$ cat src/rtl/pipe_stall_ctrl_if.sv
// pipe_stall_ctrl_if: hazard inputs from the ID/EX region and pipeline control outputs
interface pipe_stall_ctrl_if #(
    parameter int CNT_W = 32
);
    logic             IDEX_MemRead;
    logic             IDEX_Mul;
    logic [4:0]       IDEXRt;
    logic [4:0]       IFIDRs;
    logic [4:0]       IFIDRt;
    logic             Branch_Taken;
    logic             PCWrite;
    logic             IFIDWrite;
    logic             IDEXWrite;
    logic             IFID_Flush;
    logic             IDEX_Bubble;
    logic             EXMEM_Bubble;
    logic             Busy;
    logic [CNT_W-1:0] StallCount;
    modport master (
        output IDEX_MemRead, IDEX_Mul, IDEXRt, IFIDRs, IFIDRt, Branch_Taken,
        input  PCWrite, IFIDWrite, IDEXWrite, IFID_Flush, IDEX_Bubble, EXMEM_Bubble, Busy, StallCount
    );
    modport slave (
        input  IDEX_MemRead, IDEX_Mul, IDEXRt, IFIDRs, IFIDRt, Branch_Taken,
        output PCWrite, IFIDWrite, IDEXWrite, IFID_Flush, IDEX_Bubble, EXMEM_Bubble, Busy, StallCount
    );
endinterface

$ cat src/rtl/pipe_stall_ctrl.sv
// pipe_stall_ctrl: load-use, branch-flush and multiply-hold scheduler for the 5-stage pipeline
module pipe_stall_ctrl #(
    parameter int MUL_LAT = 4,
    parameter int CNT_W   = 32
) (
    input logic         clk,
    input logic         reset,
    pipe_stall_ctrl_if.slave p
);
    typedef enum logic {RUN, BUSY} state_t;
    localparam logic [3:0] LAST  = 4'(MUL_LAT - 1);
    localparam logic       MULTI = MUL_LAT > 1;
    state_t           state, state_n;
    logic [3:0]       cnt, cnt_n;
    logic [CNT_W-1:0] stall_cnt;
    logic             mul_start, hold, mul_stall, load_use;
    always_ff @(posedge clk) begin
        if (reset) begin
            state     <= RUN;
            cnt       <= '0;
            stall_cnt <= '0;
        end else begin
            state <= state_n;
            cnt   <= cnt_n;
            if (!p.PCWrite && stall_cnt != '1) stall_cnt <= stall_cnt + CNT_W'(1);
        end
    end
    // release cycle (cnt == LAST) is not a hold: the multiply leaves EX and a new one is seen in RUN
    always_comb begin
        mul_start      = MULTI && state == RUN && p.IDEX_Mul;
        hold           = state == BUSY && cnt != LAST;
        mul_stall      = !reset && (mul_start || hold);
        load_use       = !reset && !mul_stall && p.IDEX_MemRead && p.IDEXRt != 5'd0 &&
                         (p.IDEXRt == p.IFIDRs || p.IDEXRt == p.IFIDRt);
        state_n        = (mul_start || hold) ? BUSY : RUN;
        cnt_n          = mul_start ? 4'd1 : hold ? cnt + 4'd1 : 4'd0;
        p.PCWrite      = !(mul_stall || load_use);
        p.IFIDWrite    = !(mul_stall || load_use);
        p.IDEXWrite    = !mul_stall;
        p.IFID_Flush   = !reset && p.Branch_Taken && !mul_stall && !load_use;
        p.IDEX_Bubble  = load_use;
        p.EXMEM_Bubble = mul_stall;
        p.Busy         = !reset && state == BUSY;
        p.StallCount   = stall_cnt;
    end
endmodule
$ cat src/flat_wrapper.sv
// flat-port wrapper written by rule: the top's interface ports become plain ports
module pipe_stall_ctrl_flat 
#(
    parameter int MUL_LAT = 4,
    parameter int CNT_W   = 32
)
  (clk, reset, p_IDEX_MemRead, p_IDEX_Mul, p_IDEXRt, p_IFIDRs, p_IFIDRt, p_Branch_Taken, p_PCWrite, p_IFIDWrite, p_IDEXWrite, p_IFID_Flush, p_IDEX_Bubble, p_EXMEM_Bubble, p_Busy, p_StallCount);
  pipe_stall_ctrl_if #(.CNT_W(CNT_W)) p_i ();
  input logic clk;
  input logic reset;
  input wire logic [$bits(p_i.IDEX_MemRead)-1:0] p_IDEX_MemRead;
  input wire logic [$bits(p_i.IDEX_Mul)-1:0] p_IDEX_Mul;
  input wire logic [$bits(p_i.IDEXRt)-1:0] p_IDEXRt;
  input wire logic [$bits(p_i.IFIDRs)-1:0] p_IFIDRs;
  input wire logic [$bits(p_i.IFIDRt)-1:0] p_IFIDRt;
  input wire logic [$bits(p_i.Branch_Taken)-1:0] p_Branch_Taken;
  output wire logic [$bits(p_i.PCWrite)-1:0] p_PCWrite;
  output wire logic [$bits(p_i.IFIDWrite)-1:0] p_IFIDWrite;
  output wire logic [$bits(p_i.IDEXWrite)-1:0] p_IDEXWrite;
  output wire logic [$bits(p_i.IFID_Flush)-1:0] p_IFID_Flush;
  output wire logic [$bits(p_i.IDEX_Bubble)-1:0] p_IDEX_Bubble;
  output wire logic [$bits(p_i.EXMEM_Bubble)-1:0] p_EXMEM_Bubble;
  output wire logic [$bits(p_i.Busy)-1:0] p_Busy;
  output wire logic [$bits(p_i.StallCount)-1:0] p_StallCount;
  assign p_i.IDEX_MemRead = p_IDEX_MemRead;
  assign p_i.IDEX_Mul = p_IDEX_Mul;
  assign p_i.IDEXRt = p_IDEXRt;
  assign p_i.IFIDRs = p_IFIDRs;
  assign p_i.IFIDRt = p_IFIDRt;
  assign p_i.Branch_Taken = p_Branch_Taken;
  assign p_PCWrite = p_i.PCWrite;
  assign p_IFIDWrite = p_i.IFIDWrite;
  assign p_IDEXWrite = p_i.IDEXWrite;
  assign p_IFID_Flush = p_i.IFID_Flush;
  assign p_IDEX_Bubble = p_i.IDEX_Bubble;
  assign p_EXMEM_Bubble = p_i.EXMEM_Bubble;
  assign p_Busy = p_i.Busy;
  assign p_StallCount = p_i.StallCount;
  pipe_stall_ctrl #(.MUL_LAT(MUL_LAT), .CNT_W(CNT_W)) u_core (.clk(clk), .reset(reset), .p(p_i));
endmodule
$ cat config.mk
export PLATFORM = sky130hd
export DESIGN_NAME = pipe_stall_ctrl_flat
export DESIGN_NICKNAME = d
export VERILOG_FILES = /design/src/rtl/pipe_stall_ctrl_if.sv /design/src/rtl/pipe_stall_ctrl.sv /design/src/flat_wrapper.sv
export SDC_FILE = /design/constraint.sdc
export NUM_CORES = 1
export LEC_CHECK = 0
export ABC_AREA = 0
export BUFFER_PORTS_ARGS = -buffer_cell sky130_fd_sc_hd__buf_2
export CAP_MARGIN = 40
export CORE_MARGIN = 8
export CORE_UTILIZATION = 45
export CTS_BUF_LIST = sky130_fd_sc_hd__clkbuf_4
export CTS_CLUSTER_DIAMETER = 40
export DETAILED_ROUTE_END_ITERATION = 6
export PLACE_DENSITY = 0.73
export REMOVE_ABC_BUFFERS = 1
export SYNTH_ARGS = -nofsm -noshare
export SYNTH_HDL_FRONTEND = slang
export SYNTH_SLANG_ARGS = --single-unit
$ cat constraint.sdc
create_clock -name clk -period 4.1 [get_ports clk]
set_input_delay 0 -clock clk [delete_from_list [all_inputs] [get_ports clk]]
set_output_delay 0 -clock clk [all_outputs]
set_load 0.01 [all_outputs]
* Word-level counts from Yosys, hierarchy flattened
Cells that the tools add are included.
** Operators by class
- Muxes and demuxes :: 3
- Shift-type cells :: 0
- Bitwise logic cells :: 2
- $mul :: 0
- Divide/modulo/power cells :: 0
- Order comparisons :: 0
- Equality and inequality tests :: 4
- Reduce and logical (&&, ||, !) cells :: 21
- Add/subtract/negate cells :: 2
** Operator list (number)
- $add A32 B1 Y32 const B :: 1
- $ne A32 B32 Y1 const B :: 1
- $logic_and A1 B1 Y1 :: 12
- $eq A5 B5 Y1 :: 2
- $reduce_bool A5 Y1 :: 1
- $add A4 B1 Y4 const B :: 1
- $logic_not A1 Y1 :: 4
- $ne A4 B2 Y1 const B :: 1
- $logic_or A1 B1 Y1 :: 3
- $mux W1 :: 3
- $reduce_or A3 Y1 :: 1
- $not A1 Y1 :: 2
** Word-level totals
- Latch bits :: 0
- Register bits :: 37
- Word-level logic and storage cells :: 36
- RAM bits :: 0
- ROM bits :: 0
- Memories :: 0

* Longest topological paths before layout
Gate-level depths: netlist (run 1).
- Word-level depth :: 11
- Gate-level depth with buffers :: 10
- Gate-level depth less buffers :: 9

* Worst setup path before layout (run 1)
No wires, ideal clock.
- Kind :: register -> register
- Start :: register u_core.stall_cnt[8], in the netlist u_core.p.StallCount[8]
- End :: register u_core.stall_cnt[13], in the netlist u_core.p.StallCount[13]
- Required time :: 3977 ps
- Path buffers :: 1
- Slack :: 1765 ps
- Stages on the path, launching flop included :: 9
- Arrival :: 2212 ps
- Cells stage by stage :: dfxtp_1 nand4_2 or4_4 nor3_4 and4_1 buf_4 nor2_1 nand4_1 mux2_1
** Between the ends
- Cells in the longest elaborated chain, start to end :: 2
- Elaborated cells between the ends (all ways) :: 3
** RTL lines
- start, declared :: RTL line pipe_stall_ctrl.sv:15 : logic [CNT_W-1:0] stall_cnt;
- start signal, assigned :: RTL line pipe_stall_ctrl.sv:25 : if (!p.PCWrite && stall_cnt != '1) stall_cnt <= stall_cnt + CNT_W'(1);
- branches (longest 2 deep; another with $add A32 B1 Y32)
Parallel ways; which one is timed is not known.
A chain may end at the register's enable or synchronous reset.

* Worst setup path in the final report (run 1)
- Start :: register u_core.cnt[0]
- End :: output p_IFIDWrite
** Between the ends
- Cells in the longest elaborated chain, start to end :: 11
** RTL lines
- start, declared :: RTL line pipe_stall_ctrl.sv:14 : logic [3:0] cnt, cnt_n;
- start signal, assigned :: RTL line pipe_stall_ctrl.sv:24 : cnt <= cnt_n;
- $ne A4 B2 Y1 * :: RTL line pipe_stall_ctrl.sv:31 : hold = state == BUSY && cnt != LAST;
- $logic_and A1 B1 Y1 * :: RTL line pipe_stall_ctrl.sv:31
- $logic_or A1 B1 Y1 * :: RTL line pipe_stall_ctrl.sv:32 : mul_stall = !reset && (mul_start || hold);
- $logic_and A1 B1 Y1 * :: RTL line pipe_stall_ctrl.sv:32
- $logic_not A1 Y1 :: RTL line pipe_stall_ctrl.sv:33 : load_use = !reset && !mul_stall && p.IDEX_MemRead && p.IDEXRt != 5'd0 &&
- $logic_and A1 B1 Y1 (4 in a row) :: RTL line pipe_stall_ctrl.sv:33
- $logic_or A1 B1 Y1 * :: RTL line pipe_stall_ctrl.sv:38 : p.IFIDWrite = !(mul_stall || load_use);
- $logic_not A1 Y1 * :: RTL line pipe_stall_ctrl.sv:38
- end, declared :: RTL line flat_wrapper.sv:18 : output wire logic [$bits(p_i.IFIDWrite)-1:0] p_IFIDWrite;
Mark *: on every way between the ends. The rest lies on a longest branch, timed or not.

==> key figures, run 1 <==
Status
  • Outcome: finished, final reports clean

Setup path
  • Reg2reg path depth: 8
  • Crit Reg-Reg Endpoint: u_core.p.StallCount[14]
  • RR Startpoint: u_core.p.StallCount[8]
  • WS Path Type: register to output pin
  • CP Launch Type: register
  • Critical Path Fanout Max: 18
  • Worst Setup End Kind: output pin
  • CP Data Required Time: 4.10 ns
  • R2R Setup Slk: 1.39 ns
  • WP data arrival: 2.75 ns

STA
  • Final Max Tran Viols: 0
  • Fmax: 364 MHz
  • Fin crit share: 0.670
  • Hold Fails Final Rpt: 0
  • Final Setup Violations: 0
  • Worst Max-Slew Pin Slew: 0.749 ns
  • Minimum clock period: 2.75 ns
  • Unrepaired setup endpoints after global routing: no
  • Max_slew headroom: 0.501
  • Worst Skew: 0.0130 ns
  • Setup_tns: 0 ns

Synthesis
  • Netlist cell types: 39
  • Mux contribution to synthesized area: 0.0108
  • Post-synthesis simple-gate area fraction: 0.352
  • Post-Synth Adder-Cell Area: 0.0127
  • Combinational family with the most area after synthesis: simple AND/OR/NAND/NOR gates
  • Synth Instances: 230
  • Post-synthesis compound-gate area fraction: 0.0280
  • Post-Syn Area: 0.00197 mm2
  • Syn. warnings: 0
  • Syn avg cell area: 8.55 um2
  • Post-synthesis sequential area ratio: 0.377
  • Post-Synth XOR/XNOR Area: 0.178
  • FF+latch count, synth: 37

Floorplanning
  • Total die area: 0.00674 mm2
  • FP Rows: 24
  • Die height: 82.1 um
  • Starting Density: 0.458
  • Die W: 82.1 um
  • Core Area: 0.00429 mm2
  • IO Count: 59

Hold path
  • Hold path start: reset
  • WHS Endpoint: u_core.p.StallCount[22]
  • Min-Delay Path Class: primary input to register
  • Depth of the worst hold-timing path: 2

Route
  • # DRC: 0
  • Via count: 1735
  • Post-DRT Antenna Nets: 0
  • Vias/cell: 5.12
  • Final wirelength: 4.36 mm
  • Drt initial violations: 69
  • Drt first pass iters: 4
  • Per-cell routed wire length: 12.9 um

Global routing
  • Initial antenna violation count: 0
  • Vias in the first global route: 1668
  • Grt total ovfl: 0
  • Largest net degree at the start of global routing: 38
  • Total GRT Usage: 0.139
  • Global-route wire length before repair: 7.35 mm

Job
  • Max_cap viols: 0

Power and ir drop
  • Pwr dens: 284 mW/mm2
  • Worst vdd ir: 0.151 mV
  • P_leak: 0.000942 uW

Clock tree
  • CTS tree: yes
  • CTS max path bufs: 2
  • Clk slew on worst S/H paths: 0.11 ns
  • Clock sink count: 37
  • Cts repair resizes: 0
  • Clk Latency, worst-skew pair: 0.34 ns
  • Post-CTS Setup Bufs: 0
  • Root Driver: clkbuf_4
  • TritonCTS Buffers: 5
  • CTS H-Tree Depth: 2

Cells and area
  • Share of post-route cells with drive strength above 1: 0.265
  • Layout Nets: 309
  • Diode count: 0
  • Area grow syn2layout: 19.8%
  • Post-route insts no fill: 339

Placed design
  • Routability cong.: 0.767
  • DP HPWL: 3.30 mm
  • Number of port buffers: 58
  • Cells after DPL: 331
cell usage after synthesis:
master    count  area [um2]
clkbuf_1      4        15.0
and4_1        3        26.3
nor4_1        8        50.1
xnor2_1      39         342
nor2_1       37         139
nor3_4        2        32.5
inv_1         4        15.0
or3_1         1        6.26
nor2b_1       1        6.26
nand4_2       1        12.5
mux2_1        1        11.3
a21oi_1       5        25.0
xor2_1        1        8.76
or4_4         1        11.3
nor3b_2       1        12.5
buf_4         2        15.0
dfxtp_1      37         741
or2_2         1        6.26
nor3b_1       2        15.0
or3b_1        1        8.76
and3_1        4        25.0
buf_6         2        22.5
nor4bb_1      1        10.0
ha_1          2        25.0
nand2b_1      3        18.8
nand2_1      16        60.1
nor3_1       12        60.1
nand4_1       4        25.0
nand3_1      16        80.1
nand3b_1      1        7.51
buf_2         3        15.0
a211o_1       1        8.76
nor4b_2       2        30.0
o22ai_1       1        6.26
mux2i_1       1        10.0
nor4b_1       4        35.0
or4_1         1        7.51
and2_1        1        6.26
o21ai_0       3        15.0
what timing repair did:
item / CTS / global route
endpoints found under the setup margin: 0 / 0
hold endpoints to repair: 1 / 0
hold buffers: 1 / 0
layout by cell type, fill, tap and decap left out, types with 2 or more instances in the layout:
cell type / Yosys / final
buf_4: 2 / 2
xnor2_1: 39 / 39
nor3_1: 12 / 12
nor2_1: 37 / 37
a21oi_1: 5 / 4
nor3b_1: 2 / 2
nor4_1: 8 / 8
and3_1: 4 / 4
dfxtp_1: 37 / 37
nor4b_2: 2 / 2
nand3_1: 16 / 16
inv_1: 4 / 4
ha_1: 2 / 2
nor4b_1: 4 / 4
nand2_1: 16 / 16
clkbuf_4: 0 / 5
buf_2: 3 / 58
nand4_1: 4 / 4
nor3_4: 2 / 2
nand2b_1: 3 / 3
o21ai_0: 3 / 3
and4_1: 3 / 3
worst max-delay path, cell delays in order (launching register included):
cell and delay (ns):
dfxtp_1 0.37, ha_1 0.18, or3b_1 0.37, mux2i_1 0.20, or2_2 0.17, inv_1 0.06
a21oi_2 0.56, buf_4 0.34, buf_2 0.16
cells by family after synthesis:
logic type,after synthesis
flip-flops,37
adder cells (fa/ha/maj),2
AND/OR/NAND/NOR,124
multiplexers,2
AO/OA/AOI/OAI,10
buffers and inverters,15
XOR/XNOR,40
per-layer routing:
metal | vias to the layer above | track usage | share of wire
met5 | - | 0 | 0
met4 | 0 | 0.0526 | 0.014
met3 | 6 | 0.0639 | 0.10
met2 | 56 | 0.228 | 0.44
met1 | 769 | 0.153 | 0.44
li1 | 904 | - | -
power by group:
part / leakage, uW / switching (uW) / internal [uW] / total, uW
logic: 0.000602 / 32.8 / 26.3 / 59.1
registers: 0.000299 / 3.66 / 363 / 367
clock network: 0.0000410 / 119 / 124 / 244
total: 0.000942 / 156 / 514 / 669
how the worst max path moves through the flow:
stage,from,end,slack (ns)
after global placement,u_core.p.StallCount[8],u_core.p.StallCount[10],1.42
after global routing,u_core.cnt[0],p_PCWrite,1.05
after floorplan,u_core.cnt[0],u_core.p.StallCount[13],0.44
final,u_core.cnt[0],p_IFIDWrite,1.35
after CTS,u_core.cnt[0],p_IFIDWrite,1.30
after detailed placement,u_core.p.StallCount[8],u_core.p.StallCount[14],1.39
registers in the layout, indices dropped and copies added (netlist names):
| name | cells |
|---|---|
| u_core.p.StallCount | 32 |
| u_core.cnt | 4 |
| u_core.state | 1 |
per-stage QoR:
stage               total power [uW]   util  cell area [um2]  hold WS [ns]  setup slack, ns
floorplan                        405      -             1900        0.0507            0.438
global placement                 434  0.529             2270         0.287             1.42
detailed placement               435  0.529             2270         0.296             1.39
CTS                              681  0.549             2360         0.158             1.30
global route                     703  0.549             2360         0.185             1.05
finish                           669  0.549             2360         0.160             1.35
area by class of cell:
cell class              count  area (um2)
fillers                   415        1940
multi-input cells         178        1150
flip-flops and latches     37         741
repair buffers             61         315
well taps                  52        65.1
clock buffers               5        37.5
clock inverters             2        35.0
inverters                   4        15.0
Power figures use the tool's default switching activity.
==> inputs of run 2 (changes only) <==
- clock period: 4.1 -> 2.7 ns (I/O delays scaled with it)
==> run 2 against run 1 <==
Compared with the run above: routed wire length increased by 7.4%; largest cell class unchanged; clock skew is 0.0028 ns lower; highest routed layer unchanged; critical endpoint is now u_core.p.StallCount[23]; clock power increased by 14%; design area increased by 0.42%; sequential power increased by 52%; first-iteration DRC count up 35%.
==> key figures, run 2 (synthesis gave the netlist of run 1 again) <==
Setup path
  • Critical Path Fanout Max: 18
  • R2R Setup Slk: 0.28 ns
  • WP data arrival: 2.66 ns
  • WS Path Type: register to register
  • CP Data Required Time: 2.94 ns
  • Worst Setup End Kind: register
  • Crit Reg-Reg Endpoint: u_core.p.StallCount[23]
  • CP Launch Type: register
  • Reg2reg path depth: 9
  • RR Startpoint: u_core.cnt[0]

Cells and area
  • Layout Nets: 313
  • Fillers: 425
  • Area grow syn2layout: 20.3%
  • Diode count: 0
  • Commonest non-fill, non-tap cell in the layout: buf_2
  • Register area: 741 um2
  • Share of post-route cells with drive strength above 1: 0.267
  • Multi-input logic area: 0.00115 mm2
  • Post-route insts no fill: 344
  • Post-Layout Inst Area: 0.00237 mm2
  • Final core occ: 0.551
  • Most frequent cells in the layout: 58 x buf_2, 39 x xnor2_1, 37 x nor2_1, 37 x dfxtp_1
  • Max reg flops: 32

Global routing
  • Global-route wire length before repair: 7.86 mm
  • Total GRT Usage: 0.148
  • Initial antenna violation count: 0
  • Vias in the first global route: 1766
  • Grt total ovfl: 0
  • Largest net degree at the start of global routing: 29

Floorplanning
  • Die height: 82.1 um
  • IO Count: 59
  • Core Area: 0.00429 mm2
  • FP Rows: 24
  • Starting Density: 0.458
  • Total die area: 0.00674 mm2
  • Die W: 82.1 um

Clock tree
  • Clk slew on worst S/H paths: 0.11 ns
  • Clock sink count: 37
  • TritonCTS Buffers: 5
  • Clk Latency, worst-skew pair: 0.34 ns
  • Cts repair resizes: 0
  • Post-CTS Setup Bufs: 0
  • Root Driver: clkbuf_4
  • CTS H-Tree Depth: 2
  • CTS max path bufs: 2
  • CTS tree: yes
  • Post-CTS Hold Buffers: 2

Route
  • # DRC: 0
  • Vias/cell: 5.23
  • Post-DRT Antenna Nets: 0
  • Drt first pass iters: 4
  • Per-cell routed wire length: 13.6 um
  • Via count: 1799
  • Final wirelength: 4.68 mm
  • Drt initial violations: 93

STA
  • Worst Skew: 0.0102 ns
  • Unrepaired setup endpoints after global routing: no
  • Worst Max-Slew Pin Slew: 0.369 ns
  • Setup WS post-layout: 0.281 ns
  • Minimum clock period: 2.42 ns
  • Max_slew headroom: 0.753
  • Hold Fails Final Rpt: 0
  • Final Setup Violations: 0
  • Fin crit share: 0.896
  • Fmax: 413 MHz
  • Final Max Tran Viols: 0

Placed design
  • Cells after DPL: 334
  • DP HPWL: 3.64 mm
  • Number of port buffers: 58
  • Dpl cell area: 0.00230 mm2
  • Routability cong.: 0.776
  • Post-Place Setup Slack: 0.283 ns

Hold path
  • Depth of the worst hold-timing path: 3
  • Hold path start: p_Branch_Taken
  • WHS Endpoint: p_IFID_Flush
  • Min-Delay Path Class: primary input to output pin

Power and ir drop
  • Pwr dens: 393 mW/mm2
  • P_leak: 0.000950 uW
  • Worst vdd ir: 0.155 mV
  • Total power draw: 930 uW

Status
  • Outcome: finished, final reports clean

Job
  • Max_cap viols: 0
==> run 2: power breakdown <==
group | switching (uW) | leakage (uW) | total (uW) | internal (uW)
Sequential | 5.77 | 0.000299 | 557 | 551
Combinational | 51.6 | 0.000621 | 95.2 | 43.6
Clock | 183 | 0.0000300 | 278 | 94.3
Total | 241 | 0.000950 | 930 | 689
==> run 2: final cells by class <==
cell class	instances	area share
clock buffer	5	0.0159
clock inverter	3	0.00529
inverter	4	0.00635
multi-input combinational	178	0.485
sequential	37	0.313
tap	52	0.0275
timing repair buffer	65	0.147
==> run 2: how the worst max path moves through the flow <==
stage                   from  depth (start not counted)                       to
3_5_place_dp   u_core.cnt[0]                          9  u_core.p.StallCount[23]
4_1_cts        u_core.cnt[0]                          9  u_core.p.StallCount[12]
5_1_grt        u_core.cnt[0]                          9  u_core.p.StallCount[16]
2_1_floorplan  u_core.cnt[0]                          9  u_core.p.StallCount[13]
6_report       u_core.cnt[0]                          9  u_core.p.StallCount[23]
3_3_place_gp   u_core.cnt[0]                          9  u_core.p.StallCount[12]
==> run 2: routing by layer <==
metal,wire [um],up-vias,track usage,part of all wire
met5,0,-,0,0
met2,2100,66,0.247,0.45
met4,16,0,0.0386,0.0034
li1,-,912,-,-
met1,2080,819,0.166,0.44
met3,487,2,0.0693,0.10
==> run 2: critical path: stages, from the launching register on <==
cell and delay (ns):
dfxtp_1 0.38, ha_1 0.19, or3b_1 0.38, mux2i_1 0.21, nor3b_2 0.24, a21oi_2 0.10, buf_4 0.21, nor4b_1 0.38
xnor2_1 0.16, nor2_1 0.05
==> run 2: metrics by stage <==
stage / hold WS [ns] / TNS [ns]
finish: 0.351 / 0
floorplan: 0.0507 / -21.57
global route: 0.366 / 0
CTS: 0.351 / 0
global placement: 0.273 / 0
detailed placement: 0.287 / 0
==> inputs of run 3 (changes only) <==
- CORE_MARGIN: 8 -> not set
- CORE_UTILIZATION: 45 -> 53
- CTS_CLUSTER_SIZE: not set -> 16
- PLACE_DENSITY: 0.73 -> 0.84
==> run 3 against run 2 <==
Compared with the run above: total power decreased by 0.31%; first-iteration DRC count increased by 3.2%; critical path depth unchanged; non-clock buffer count decreased by 1; core utilization increased by 13 points; maximum frequency increased by 0.59%; critical endpoint is now u_core.p.StallCount[14]; largest power group unchanged.
==> key figures, run 3 (synthesis gave the netlist of run 1 again) <==
STA
  • Final Max Tran Viols: 0
  • Setup_tns: 0 ns
  • Fmax: 416 MHz
  • Worst Skew: 0.00785 ns
  • Hold Fails Final Rpt: 0
  • Fin crit share: 0.891
  • Minimum clock period: 2.40 ns
  • Worst Max-Slew Pin Slew: 0.345 ns
  • Hold WS: 0.0194 ns
  • Max_slew headroom: 0.767
  • Final Setup Violations: 0
  • Unrepaired setup endpoints after global routing: no

Floorplanning
  • Total die area: 0.00396 mm2
  • FP Rows: 21
  • IO Count: 59
  • Die W: 62.9 um
  • Starting Density: 0.571
  • Core Area: 0.00344 mm2
  • Die height: 62.9 um

Global routing
  • Initial antenna violation count: 0
  • Total GRT Usage: 0.236
  • Grt total ovfl: 0
  • Vias in the first global route: 1749
  • Global-route wire length before repair: 7.47 mm
  • Largest net degree at the start of global routing: 35

Power and ir drop
  • P_leak: 0.000946 uW
  • Worst vdd ir: 0.212 mV
  • Total power draw: 927 uW
  • Pwr dens: 395 mW/mm2

Cells and area
  • Commonest non-fill, non-tap cell in the layout: buf_2
  • Diode count: 0
  • Fillers: 298
  • Max reg flops: 32
  • Most frequent cells in the layout: 58 x buf_2, 39 x xnor2_1, 37 x nor2_1, 37 x dfxtp_1
  • Area grow syn2layout: 19.4%
  • Layout Nets: 312
  • Share of post-route cells with drive strength above 1: 0.268
  • Multi-input logic area: 0.00115 mm2
  • Register area: 741 um2

Route
  • Drt first pass iters: 4
  • Vias/cell: 5.37
  • Post-DRT Antenna Nets: 0
  • Per-cell routed wire length: 12.2 um
  • Via count: 1810
  • Final wirelength: 4.12 mm
  • Drt initial violations: 96
  • # DRC: 0

Placed design
  • Number of port buffers: 58
  • DP HPWL: 3.05 mm
  • Routability cong.: 0.830

Hold path
  • Min-Delay Path Class: primary input to register
  • WHS Endpoint: u_core.state
  • Hold path start: reset
  • Depth of the worst hold-timing path: 3

Clock tree
  • Root Driver: clkbuf_4
  • Clk slew on worst S/H paths: 0.10 ns
  • TritonCTS Buffers: 5
  • Clk Latency, worst-skew pair: 0.35 ns
  • Post-CTS Setup Bufs: 0
  • CTS H-Tree Depth: 2
  • CTS max path bufs: 2
  • Clock sink count: 37
  • CTS tree: yes

Setup path
  • WS Path Type: register to register
  • CP max stage delay: 0.38 ns
  • CP Data Required Time: 2.93 ns
  • Buf/Inv on CP: 1
  • Crit Reg-Reg Endpoint: u_core.p.StallCount[14]
  • WP data arrival: 2.64 ns
  • Slowest stage cell, crit path: nor4b_1
  • CP Launch Type: register
  • RR Startpoint: u_core.cnt[0]
  • Worst Setup End Kind: register
  • Crit-path cells: ha_1 -> or3b_1 -> mux2i_1 -> nor3b_2 -> a21oi_2 -> buf_4 -> nor4b_1 -> xnor2_1 -> nor2_1
  • Reg2reg path depth: 9
  • R2R Setup Slk: 0.30 ns
  • Delay-heaviest family, CP: simple AND/OR/NAND/NOR gates
  • Critical Path Fanout Max: 16

Status
  • Outcome: finished, final reports clean

Job
  • Max_cap viols: 0
-- run 3: changes by cell type in the layout (fill, tap and decap cells not counted) --
cell           before  now
dlygate4sd3_1       2    1
-- run 3: where the power goes --
group	internal, uW	total [uW]	switching [uW]
clock	94.1	275	181
sequential	551	557	5.71
combinational	42.5	94.6	52.0
total	688	927	239
-- run 3: worst max-delay path by stage --
| stage | start | endpoint | slack [ns] | cells after the start |
|---|---|---|---|---|
| 4_1_cts | u_core.cnt[0] | u_core.p.StallCount[14] | 0.31 | 9 |
| 6_report | u_core.cnt[0] | u_core.p.StallCount[14] | 0.30 | 9 |
| 2_1_floorplan | u_core.cnt[0] | u_core.p.StallCount[13] | -0.96 | 9 |
| 3_3_place_gp | u_core.cnt[0] | u_core.p.StallCount[23] | 0.37 | 9 |
| 5_1_grt | u_core.cnt[0] | u_core.p.StallCount[23] | 0.13 | 9 |
| 3_5_place_dp | u_core.cnt[0] | u_core.p.StallCount[14] | 0.33 | 9 |
-- run 3: timing repair --
action / CTS / global route
resized for setup: 0 / 0
endpoints found under the hold margin: 1 / 0
hold buffers: 1 / 0
-- run 3: cell type report --
class	count	share of cell area
multi-input cells	178	0.489
flip-flops and latches	37	0.315
repair buffers	64	0.144
well taps	46	0.0245
clock buffers	5	0.0160
inverters	4	0.00639
clock inverters	3	0.00533
-- run 3: metrics by stage --
step                setup WS [ns]  instance area [um2]  utilization  std cells
floorplan                  -0.962                 1900            -        219
global placement            0.372                 2290        0.665        328
detailed placement          0.330                 2290        0.665        328
CTS                         0.305                 2350        0.682        337
global route                0.126                 2350        0.682        337
finish                      0.295                 2350        0.682        337
-- run 3: routing by layer --
layer / track usage / vias up / wire length (um)
met4: 0.0785 / 0 / 29
met1: 0.288 / 835 / 1930
met3: 0.0639 / 4 / 230
met2: 0.397 / 57 / 1930
li1: - / 914 / -
met5: 0 / - / 0
-- run 3: worst reg2reg max path, delay by kind of cell (launching register included) --
kind,cells,cell delay (ns)
multiplexers,1,0.20
XOR/XNOR,1,0.16
adder cells (fa/ha/maj),1,0.18
flip-flops,1,0.37
buffers and inverters,1,0.21
AND/OR/NAND/NOR,4,1.05
AO/OA/AOI/OAI,1,0.13
